$ cat config.mk
export PLATFORM = sky130hd
export DESIGN_NAME = wfq_div_arbiter
export DESIGN_NICKNAME = d
export VERILOG_FILES = /design/src/rtl/wfq_div_arbiter.sv
export SDC_FILE = /design/constraint.sdc
export NUM_CORES = 1
export LEC_CHECK = 0
export BUFFER_PORTS_ARGS = -buffer_cell sky130_fd_sc_hd__buf_2
export CAP_MARGIN = 30
export CORE_MARGIN = 4
export CORE_UTILIZATION = 45
export DETAILED_ROUTE_END_ITERATION = 16
export PLACE_DENSITY = 0.88
export SYNTH_ARGS = -nofsm -noshare
export SYNTH_HDL_FRONTEND = slang
export SYNTH_SLANG_ARGS = --single-unit
$ cat constraint.sdc
create_clock -name clk -period 2.5 [get_ports clk]
set_input_delay 0.5 -clock clk [delete_from_list [all_inputs] [get_ports clk]]
set_output_delay 0.5 -clock clk [all_outputs]
set_load 0.02 [all_outputs]
$ cat src/rtl/wfq_div_arbiter.sv
// Round-robin arbiter sharing one fixed-latency pipelined divider among NREQ requesters.
// Optional divide-by-zero detection enabled by defining WFQ_DIV_ZERO_DETECT_EN.
module wfq_div_arbiter #(
    parameter int unsigned N       = 16,
    parameter int unsigned NREQ    = 4,
    parameter int unsigned IDW     = 2,
    parameter int unsigned DIV_LAT = 18
) (
    input  logic              clk,
    input  logic              rst,
    input  logic [NREQ-1:0]   req,
    input  logic [NREQ*N-1:0] req_dividend,
    input  logic [NREQ*N-1:0] req_divisor,
    output logic [NREQ-1:0]   gnt,
    output logic [N-1:0]      div_dividend,
    output logic [N-1:0]      div_divisor,
    input  logic [N-1:0]      div_quotient,
    output logic [NREQ-1:0]   rsp_valid,
    output logic [N-1:0]      rsp_quotient,
    output logic              busy,
    output logic [NREQ-1:0]   rsp_err
);

    logic [IDW-1:0]     ptr_q, ptr_d;
    logic [NREQ-1:0]    gnt_q, gnt_d;
    logic [N-1:0]       dvd_q, dvd_d;
    logic [N-1:0]       dvs_q, dvs_d;
    logic               iss_v_q, iss_v_d;
    logic [IDW-1:0]     iss_id_q, iss_id_d;
    logic [DIV_LAT-1:0] tag_v_q, tag_v_d;
    logic [IDW-1:0]     tag_id_q [DIV_LAT];
    logic [IDW-1:0]     tag_id_d [DIV_LAT];
    logic [NREQ-1:0]    rsp_valid_q, rsp_valid_d;
    logic [N-1:0]       rsp_quot_q, rsp_quot_d;
    logic [NREQ-1:0]    req_eff;
    logic               win_v;
    logic [IDW-1:0]     win_id;
`ifdef WFQ_DIV_ZERO_DETECT_EN
    logic               iss_z_q, iss_z_d;
    logic [DIV_LAT-1:0] tag_z_q, tag_z_d;
    logic [NREQ-1:0]    rsp_err_q, rsp_err_d;
`endif

    // A requester still holding req during its grant cycle is masked out.
    always_comb begin
        req_eff = req & ~gnt_q;
        win_v   = 1'b0;
        win_id  = '0;
        for (int unsigned k = 0; k < NREQ; k++) begin
            if (!win_v && req_eff[(32'(ptr_q) + k) % NREQ]) begin
                win_v  = 1'b1;
                win_id = IDW'((32'(ptr_q) + k) % NREQ);
            end
        end
    end

    always_comb begin
        ptr_d    = ptr_q;
        gnt_d    = '0;
        dvd_d    = dvd_q;
        dvs_d    = dvs_q;
        iss_v_d  = win_v;
        iss_id_d = win_id;
        if (win_v) begin
            gnt_d = NREQ'(1) << win_id;
            dvd_d = req_dividend[win_id*N +: N];
            dvs_d = req_divisor[win_id*N +: N];
            ptr_d = (win_id == IDW'(NREQ - 1)) ? '0 : win_id + 1'b1;
        end
    end

    // The issue register is the first stage; the tag chain then tracks the divider exactly.
    always_comb begin
        tag_v_d     = {tag_v_q[DIV_LAT-2:0], iss_v_q};
        tag_id_d[0] = iss_id_q;
        for (int unsigned k = 1; k < DIV_LAT; k++) begin
            tag_id_d[k] = tag_id_q[k-1];
        end
        rsp_valid_d = '0;
        rsp_quot_d  = rsp_quot_q;
`ifdef WFQ_DIV_ZERO_DETECT_EN
        iss_z_d   = win_v && (dvs_d == '0);
        tag_z_d   = {tag_z_q[DIV_LAT-2:0], iss_z_q};
        rsp_err_d = '0;
`endif
        if (tag_v_q[DIV_LAT-1]) begin
            rsp_valid_d = NREQ'(1) << tag_id_q[DIV_LAT-1];
            rsp_quot_d  = div_quotient;
`ifdef WFQ_DIV_ZERO_DETECT_EN
            if (tag_z_q[DIV_LAT-1]) begin
                rsp_quot_d = '1;
                rsp_err_d  = rsp_valid_d;
            end
`endif
        end
    end

    always_ff @(posedge clk) begin
        if (rst) begin
            ptr_q       <= '0;
            gnt_q       <= '0;
            dvd_q       <= '0;
            dvs_q       <= '0;
            iss_v_q     <= 1'b0;
            iss_id_q    <= '0;
            tag_v_q     <= '0;
            rsp_valid_q <= '0;
            rsp_quot_q  <= '0;
`ifdef WFQ_DIV_ZERO_DETECT_EN
            iss_z_q     <= 1'b0;
            tag_z_q     <= '0;
            rsp_err_q   <= '0;
`endif
        end else begin
            ptr_q       <= ptr_d;
            gnt_q       <= gnt_d;
            dvd_q       <= dvd_d;
            dvs_q       <= dvs_d;
            iss_v_q     <= iss_v_d;
            iss_id_q    <= iss_id_d;
            tag_v_q     <= tag_v_d;
            rsp_valid_q <= rsp_valid_d;
            rsp_quot_q  <= rsp_quot_d;
`ifdef WFQ_DIV_ZERO_DETECT_EN
            iss_z_q     <= iss_z_d;
            tag_z_q     <= tag_z_d;
            rsp_err_q   <= rsp_err_d;
`endif
        end
    end

    // Ids are only meaningful alongside their valid bit, so they need no reset.
    always_ff @(posedge clk) begin
        tag_id_q <= tag_id_d;
    end

    assign gnt          = gnt_q;
    assign div_dividend = dvd_q;
    assign div_divisor  = dvs_q;
    assign rsp_valid    = rsp_valid_q;
    assign rsp_quotient = rsp_quot_q;
    assign busy         = iss_v_q | (|tag_v_q);
`ifdef WFQ_DIV_ZERO_DETECT_EN
    assign rsp_err      = rsp_err_q;
`else
    assign rsp_err      = '0;
`endif

endmodule

Word level (Yosys, flattened, before mapping)

Index checks and enable logic that the tools add are counted.

$add $sub $neg: 4
Order comparisons: 4
Eq/ne operators: 1
Shifts and indexed selects: 4
Muxes and demuxes: 17
Bitwise gates (word level): 5
Reduce and logical (&&, ||, !) cells: 9

Operators with widths:

| cell                                                       | count |
|---|---|
| indexed part select 64 x 7 -> 16 bit                       | 2 |
| OR reduction 18 bit                                        | 1 |
| less-than comparator 2 x 3 -> 1 bit, second input constant | 4 |
| two-way mux 2 bit                                          | 5 |
| binary-select mux 1 bit (select 2 bit)                     | 4 |
| two-way mux 1 bit                                          | 8 |
| << shifter 1 x 2 -> 4 bit, first input constant            | 2 |
| adder 2 x 1 -> 2 bit, second input constant                | 2 |
| adder 2 bit, second input constant                         | 2 |
| bitwise AND 4 bit                                          | 1 |
| inverter 4 bit                                             | 1 |
| OR reduction 2 bit                                         | 2 |
| logical AND 1 bit                                          | 3 |
| zero test 1 bit                                            | 3 |
| == test 2 bit, second input constant                       | 1 |
| inverter 1 bit                                             | 2 |
| OR 1 bit                                                   | 1 |

Bits in registers: 115
Input bits: 150
Output and inout port bits: 61
Word-level logic and storage cells: 71

Logic depth before layout (Yosys ltp)

Gate-level depths: netlist (run 1).

Word-level depth: 16
Mapped depth: 7
Gate-level depth less buffers: 5

Least setup slack after synthesis (run 1)

No wires, ideal clock.

Path type: input to register
From: input req[2]
To: register dvs_q[10], in the netlist div_divisor[10]
Setup time: 96 ps
Arrival: 1848 ps
Data required time: 2404 ps
Path slack: 557 ps
Stages: 6
Path buffers: 1
Cells stage by stage: nor2b_1 > a211o_1 > a32oi_4 > buf_6 > nor3_1 > o41ai_2

Word-level cells in the longest chain between the ends: 14
Elaborated cells between the ends (all ways): 24
Those cells by class: 1 x shift; 16 x mux; 1 x bitwise; 6 x reduce/logical

Ends and longest elaborated chain:

| element                                 | line | source |
|---|---|---|
| from (decl)                             | 11   | `input logic [NREQ-1:0] req,` |
| bitwise AND 4 bit *                     | 46   | `req_eff = req & ~gnt_q;` |
| binary-select mux 1 bit (select 2 bit)  | 50   | `if (!win_v && req_eff[(32'(ptr_q) + k) % NREQ]) begin` |
| two-way mux 1 bit (implied by the code) | 50   |  |
| two-way mux 1 bit                       | 50   |  |
| zero test 1 bit                         | 50   |  |
| logical AND 1 bit                       | 50   |  |
| two-way mux 1 bit                       | 50   |  |
| zero test 1 bit                         | 50   |  |
| logical AND 1 bit                       | 50   |  |
| two-way mux 1 bit                       | 50   |  |
| zero test 1 bit                         | 50   |  |
| logical AND 1 bit                       | 50   |  |
| two-way mux 2 bit                       | 50   |  |
| indexed part select 64 x 7 -> 16 bit    | 67   | `dvs_d = req_divisor[win_id*N +: N];` |
| to (signal assigned)                    | 118  | `dvs_q <= dvs_d;` |
| to (decl)                               | 27   | `logic [N-1:0] dvs_q, dvs_d;` |

Every way passes the cells marked *; elsewhere a longest branch is shown, timed or not. The select of a mux whose other input is x is not followed.
A chain may end at the register's enable or synchronous reset.

Worst setup path after layout (run 1)

From: register tag_v_q[7]
To: output busy

Word-level cells in the longest chain between the ends: 2

Ends and longest elaborated chain:

| element                | line | source |
|---|---|---|
| from (decl)            | 30   | `logic [DIV_LAT-1:0] tag_v_q, tag_v_d;` |
| from (signal assigned) | 121  | `tag_v_q <= tag_v_d;` |
| OR reduction 18 bit    | 142  | `assign busy = iss_v_q \| (\|tag_v_q);` |
| OR 1 bit               | 142  |  |
| to (decl)              | 20   | `output logic busy,` |

Every way passes these cells.

==> metrics.txt, run 1 <==
outcome finished clean; number of DRC markers in iteration 0 242; CP endpoint kind primary output; RSZ-0062 raised after global routing no; Power Density roughly 1200 nW/µm²; pin count of the biggest net entering global routing 49; routability cong. between 0.8 and 0.9; CTS tree done; Clock Pin Slew Worst Setup and Hold Paths roughly 0.06 ns; Post-synth ARST share 0%; placed cell count 768; clk_lat worst skew around 0.50 ns; Post-Route WL around 14 mm; first-pass GRT wire length approximately 22 mm; Worst setup SP type register; IO Count 211; share of cells above drive strength 1 42.5%; die height roughly 110 µm; initial antenna violation count 1; Synth warnings 0; Netlist Area Pre-Place 4710 µm²; GR Layer Usage met1 27.1%; total grt overflow 0; slew margin rel. 52.2%; Clock Path Buffers 2; Leak 3.04 nW; Highest Clock Rate ~0.43 GHz; Initial Util 45.8%; WHS 0.243 ns; met3 usage 7.92%; Post-DP Area 5890 µm²; Post-CTS Setup Bufs 0; register area share after synthesis between 40% and 50%; Worst Hold Class input port to register; crit-path max FO 2; Gate Count Post-Synth 452; worst clock skew 0.00596 ns; CTS H-tree depth 4; Die ar. 12200 µm²; Netlist cell types 44; Finished Cell Area ~6400 µm²; DRC Markers 0; crit path DAT 1.83 ns; CTS buffer count 17; Final Hold Viols 0; Top Usage Layer GRT met2; Layout Nets 801; worst setup path class register to primary output; total number of vias 4430; commonest cells after routing, fill and taps aside buf_2, dfxtp_1, nor3_1; Tmin final 2.33 ns; Post-CTS Resized 0; Die Width 110 µm; #FFs+latches synth 115; IO buf count 206; Slew @ Worst Pin about 0.7 ns; Antenna Nets Post-Route 0; hold_buf cts 0; wire per inst 18.1 µm; clock sink total ~120; setup violators final 0; Post-synth EDFFs 0; Non-Filler Instances 799; DRT Pass-1 Iters 5; CP required 2.00 ns; ANT cells 0; Core ar. 10300 µm²; drt via density approximately 5.5; HPWL after DPL 10.2 mm; max_cap viols 0; top_reg_cell synth dfxtp_1; row count 37; period utilization 93.2%; vias in the first global route 4573; maximum vdd ir drop around 0.00052 V; max-slew violation count 0; setup_tns 0 ns; mean post-synth cell area 10.4 µm²; met2 Use GR between 40% and 50%; Area Growth Syn to Fin 36.9%; Clock Tree Root clkbuf_8; commonest non-fill, non-tap cell in the layout buf_2; GRT Total Usage 24.0%
[through the flow]
step / util, % / power [mW] / setup WS [ns]
final: 62.7 / 7.60 / 0.171
after CTS: 62.7 / 7.64 / 0.129
after detailed placement: 57.3 / 5.37 / 0.0942
after global routing: 62.7 / 8.00 / 0.0214
after global placement: 57.3 / 5.25 / 0.220
after floorplan: - / 4.47 / 0.557
[cells in the mapped netlist, drive strengths merged (2+ instances only)]
master	count	area share, %
and2	14	1.9
o41ai	20	6.9
and3	2	0.27
nor4	5	0.80
o21ai	13	1.5
nor3	40	4.3
nor2b	22	2.9
o221ai	2	0.37
clkbuf	28	2.2
buf	19	2.8
mux2i	18	3.8
o211a	20	4.3
nand2b	4	0.53
inv	4	0.32
nand2	36	2.9
dfxtp	115	49
a311oi	11	2.0
nor2	19	1.5
a221oi	11	2.0
o211ai	3	0.48
o2111a	11	2.6
nor4bb	2	0.43
a211oi	20	3.3
[metal layers]
layer | share of wire [%] | wire (µm)
met4 | 2.6 | 380
met3 | 8.1 | 1170
met1 | 38 | 5430
met2 | 52 | 7470
met5 | 0.048 | 7
[critical path: stages (launching register included)]
cell and delay, ns:
dfxtp_1 0.31, nor4_1 0.31, nand4_1 0.14, or4_1 0.39
buf_2 0.17
[registers in the layout, summed over array words and instances (netlist names)]
| register | cells |
|---|---|
| div_dividend | 16 |
| div_divisor | 16 |
| gnt | 4 |
| iss_id_q | 2 |
| iss_v_q | 1 |
| ptr_q | 2 |
| rsp_quotient | 16 |
| rsp_valid | 4 |
| tag_id_d | 34 |
| tag_id_q | 2 |
| tag_v_q | 18 |
[power breakdown]
group / total [mW] / switching (mW) / internal [mW] / leakage [nW]
logic: 2.82 / 1.78 / 1.04 / 1.83
clock network: 2.23 / 0.878 / 1.35 / 0.265
registers: 2.55 / 0.226 / 2.32 / 0.946
[layout make-up]
| cell class | instances | area, µm² |
|---|---|---|
| Clock buffer | 18 | 428 |
| Inverter | 4 | 15.0 |
| Timing Repair Buffer | 224 | 1220 |
| Fill cell | 859 | 3830 |
| Sequential cell | 115 | 2300 |
| Clock inverter | 13 | 124 |
| Multi-Input combinational cell | 289 | 2190 |
| Tap cell | 136 | 170 |
[final timing paths]
check	startpoint	end	slack (ns)	cells after the start
max	tag_v_q[7]	busy	0.17	4
min	div_quotient[3]	rsp_quotient[3]	0.24	3
max reg2reg	gnt[1]	div_dividend[5]	0.35	6
min reg2reg	tag_id_d[6]	tag_id_d[4]	0.32	0
[kinds of logic after synthesis]
group | after synthesis | share of synthesized area, %
muxes | 18 | 3.83
AOI/OAI and AO/OA | 116 | 25.1
and+or+nand+nor | 151 | 16.6
buffers and inverters | 51 | 5.40
other | 1 | 0.0797
DFF | 115 | 48.9
Note: power is estimated with default switching activity, not from simulation.
==> inputs of run 2 (changes only) <==
- ABC_AREA: unset -> 1
- PLACE_DENSITY: 0.88 -> 0.86
- SKIP_LAST_GASP: unset -> 1
==> run 2 against run 1 <==
Net effect:
- maximum frequency increased by 3.8%
- synthesized cell count grew 82%
- combinational power grew 120%
- hold slack gained 0.070 ns
- final area increased by 9.8%
- power increased by 44%
- clock skew grew 0.0035 ns
- flip-flop and latch count unchanged
==> metrics.txt, run 2 <==
outcome finished clean; RSZ-0062 raised after global routing yes; commonest non-fill, non-tap cell in the layout buf_2; Worst setup SP type register; initial antenna violation count 2; Post-DP Area 6500 µm²; Post-synth EDFFs 0; fin worst setup slack roughly 0.26 ns; max_cap viols 0; Slew @ Worst Pin 0.513 ns; Post-synth ARST share 0%; Post-synth top cells inv_1, nand3_1, nor2_1, nand2_1, dfxtp_1; CP required 2.00 ns; Initial Util 46.5%; CTS tree done; hold path start div_quotient[9]; number of DRC markers in iteration 0 288; # fillers 1049; commonest cells after routing, fill and taps aside buf_2, inv_1, nand3_1; Cell Int Power 5.95 mW; Antenna Nets Post-Route 0; Worst Hold Class input port to register; Synth warnings 0; first-pass GRT wire length 23.0 mm; wire per inst 11.9 µm; Netlist Area Pre-Place between 5000 and 6000 µm²; Leak 4.27 nW; period utilization between 80% and 90%; share of cells above drive strength 1 25.6%; setup violators final 0; HPWL after DPL just over 10 mm; crit-path max FO 19; IO Count 211; DRT Pass-1 Iters 6; clk_lat worst skew roughly 0.41 ns; Non-Filler Instances 1171; pre-CTS WS roughly 0.21 ns; Area contributors post-synth dfxtp_1, nand3_1, inv_1, nor2_1, nand2_1; Core ar. 11600 µm²; Register-to-Register Path Depth 14; clock sink total between 100 and 150; top-count cell post-synth inv_1; max reg flops 34; crit path DAT between 1.5 and 2 ns; total number of vias 5490; placed cell count 1137; mean post-synth cell area 6.56 µm²; total grt overflow 0; register area share after synthesis 42.8%; Finished Cell Area 7080 µm²; pin count of the biggest net entering global routing roughly 50; Clock Tree Root clkbuf_16; maximum vdd ir drop 0.00125 V; FF-to-FF Start ptr_q[0]; Netlist cell types 29; routability cong. 0.945; row count 39; top_reg_cell synth dfxtp_1; CTS H-tree depth 4; #FFs+latches synth 115; Clock Path Buffers 2; worst hold path depth 3; clock network power share 20.9%; Clock Pin Slew Worst Setup and Hold Paths 0.06 ns; worst setup path class register to primary output; worst clock skew 0.00945 ns; Die ar. 13800 µm²; die height 117 µm; Power Density roughly 1500 nW/µm²; vias in the first global route approximately 5000; slew margin rel. about two thirds; Gate Count Post-Synth 821; max-slew violation count 0; Area Growth Syn to Fin 31.5%; NetSw 4.99 mW; drt via density around 4.7; top cell type by total area after synthesis dfxtp_1; CTS buffer count 17; Final Hold Viols 0; worst setup path startpoint tag_v_q[17]; Die Width 117 µm; Flop pwr share between 20 and 25%; Post-Route WL 14.0 mm; DRC Markers 0; Synth top area share between 40% and 50%; sw frac a little under half; CP endpoint kind primary output; IO buf count ~210; flop-to-flop setup slack 0.29 ns; Tmin final 2.24 ns; Layout Nets 1163; Logic pwr share 56.1%; GRT Total Usage 20.0%; Highest Clock Rate 0.445 GHz
[run 2: cell count changes in the layout (fill, tap and decap cells not counted), moves of 22 or more]
cell / previous run / this run
inv_1: 3 / 191
nand2_1: 36 / 121
nand3_1: 0 / 174
nor2_1: 19 / 123
nor2b_1: 22 / 0
nor3_1: 40 / 2
[run 2: kinds of logic (layout without fill, tap and decap cells)]
family	after synthesis	in the layout	synth area share, %
AOI/OAI and AO/OA	23	23	2.30
and+or+nand+nor	435	435	35.3
other	1	6	0.0697
DFF	115	115	42.8
xor gates and xnor gates	2	2	0.465
buffers and inverters	245	447	19.1
[run 2: layout make-up]
| cell class | instances | area (µm²) | area share (%) |
|---|---|---|---|
| multi-input cells | 464 | 2070 | 29.3 |
| diodes | 2 | 5.00 | 0.0707 |
| well taps | 143 | 179 | 2.53 |
| clock buffers | 18 | 439 | 6.21 |
| inverters | 194 | 728 | 10.3 |
| repair buffers | 221 | 1220 | 17.2 |
| flip-flops and latches | 115 | 2300 | 32.5 |
| clock inverters | 14 | 129 | 1.82 |
[run 2: per-layer routing]
| metal | track usage, % | wire (µm) | vias to the layer above |
|---|---|---|---|
| met4 | 8.58 | 430 | 2 |
| met2 | 34.2 | 6770 | 238 |
| met3 | 6.40 | 1330 | 41 |
| met1 | 22.9 | 5440 | 2360 |
| met5 | 0 | 11 | - |
| li1 | - | - | 2849 |
[run 2: repair_timing]
| action | 4_1_cts | 5_1_grt |
|---|---|---|
| resized for setup | 0 | 0 |
| hold endpoints to repair | 0 | 0 |
| buffers inserted | 0 | 0 |
| hold buffers | 0 | 0 |
| setup endpoints to repair | 0 | 1 |
[run 2: worst paths after layout]
check / end
max: busy
min: rsp_quotient[9]
max reg2reg: div_divisor[7]
min reg2reg: tag_id_d[32]
[run 2: worst max-delay path, stage by stage (launching register included)]
cell,delay [ns]
dfxtp_1,0.30
buf_4,0.20
clkinv_1,0.42
nand4_1,0.24
buf_2,0.19
[run 2: stage by stage]
stage               setup TNS (ns)  power [mW]  util (%)  hold WS, ns
floorplan                        0        7.25         -        0.310
global placement                 0        8.58      56.2        0.311
detailed placement               0        8.68      56.2        0.312
CTS                              0        11.0      61.1        0.303
global route              -0.00893        11.9      61.2        0.321
finish                           0        10.9      61.2        0.314
[run 2: power by group through the flow]
stage / clock, mW / combinational (mW) / sequential, mW
after floorplan: 0 / 4.46 / 2.79
after global placement: 0 / 6.03 / 2.55
after detailed placement: 0 / 6.12 / 2.56
after CTS: 2.33 / 6.15 / 2.53
after global routing: 2.40 / 6.96 / 2.58
final: 2.28 / 6.13 / 2.52
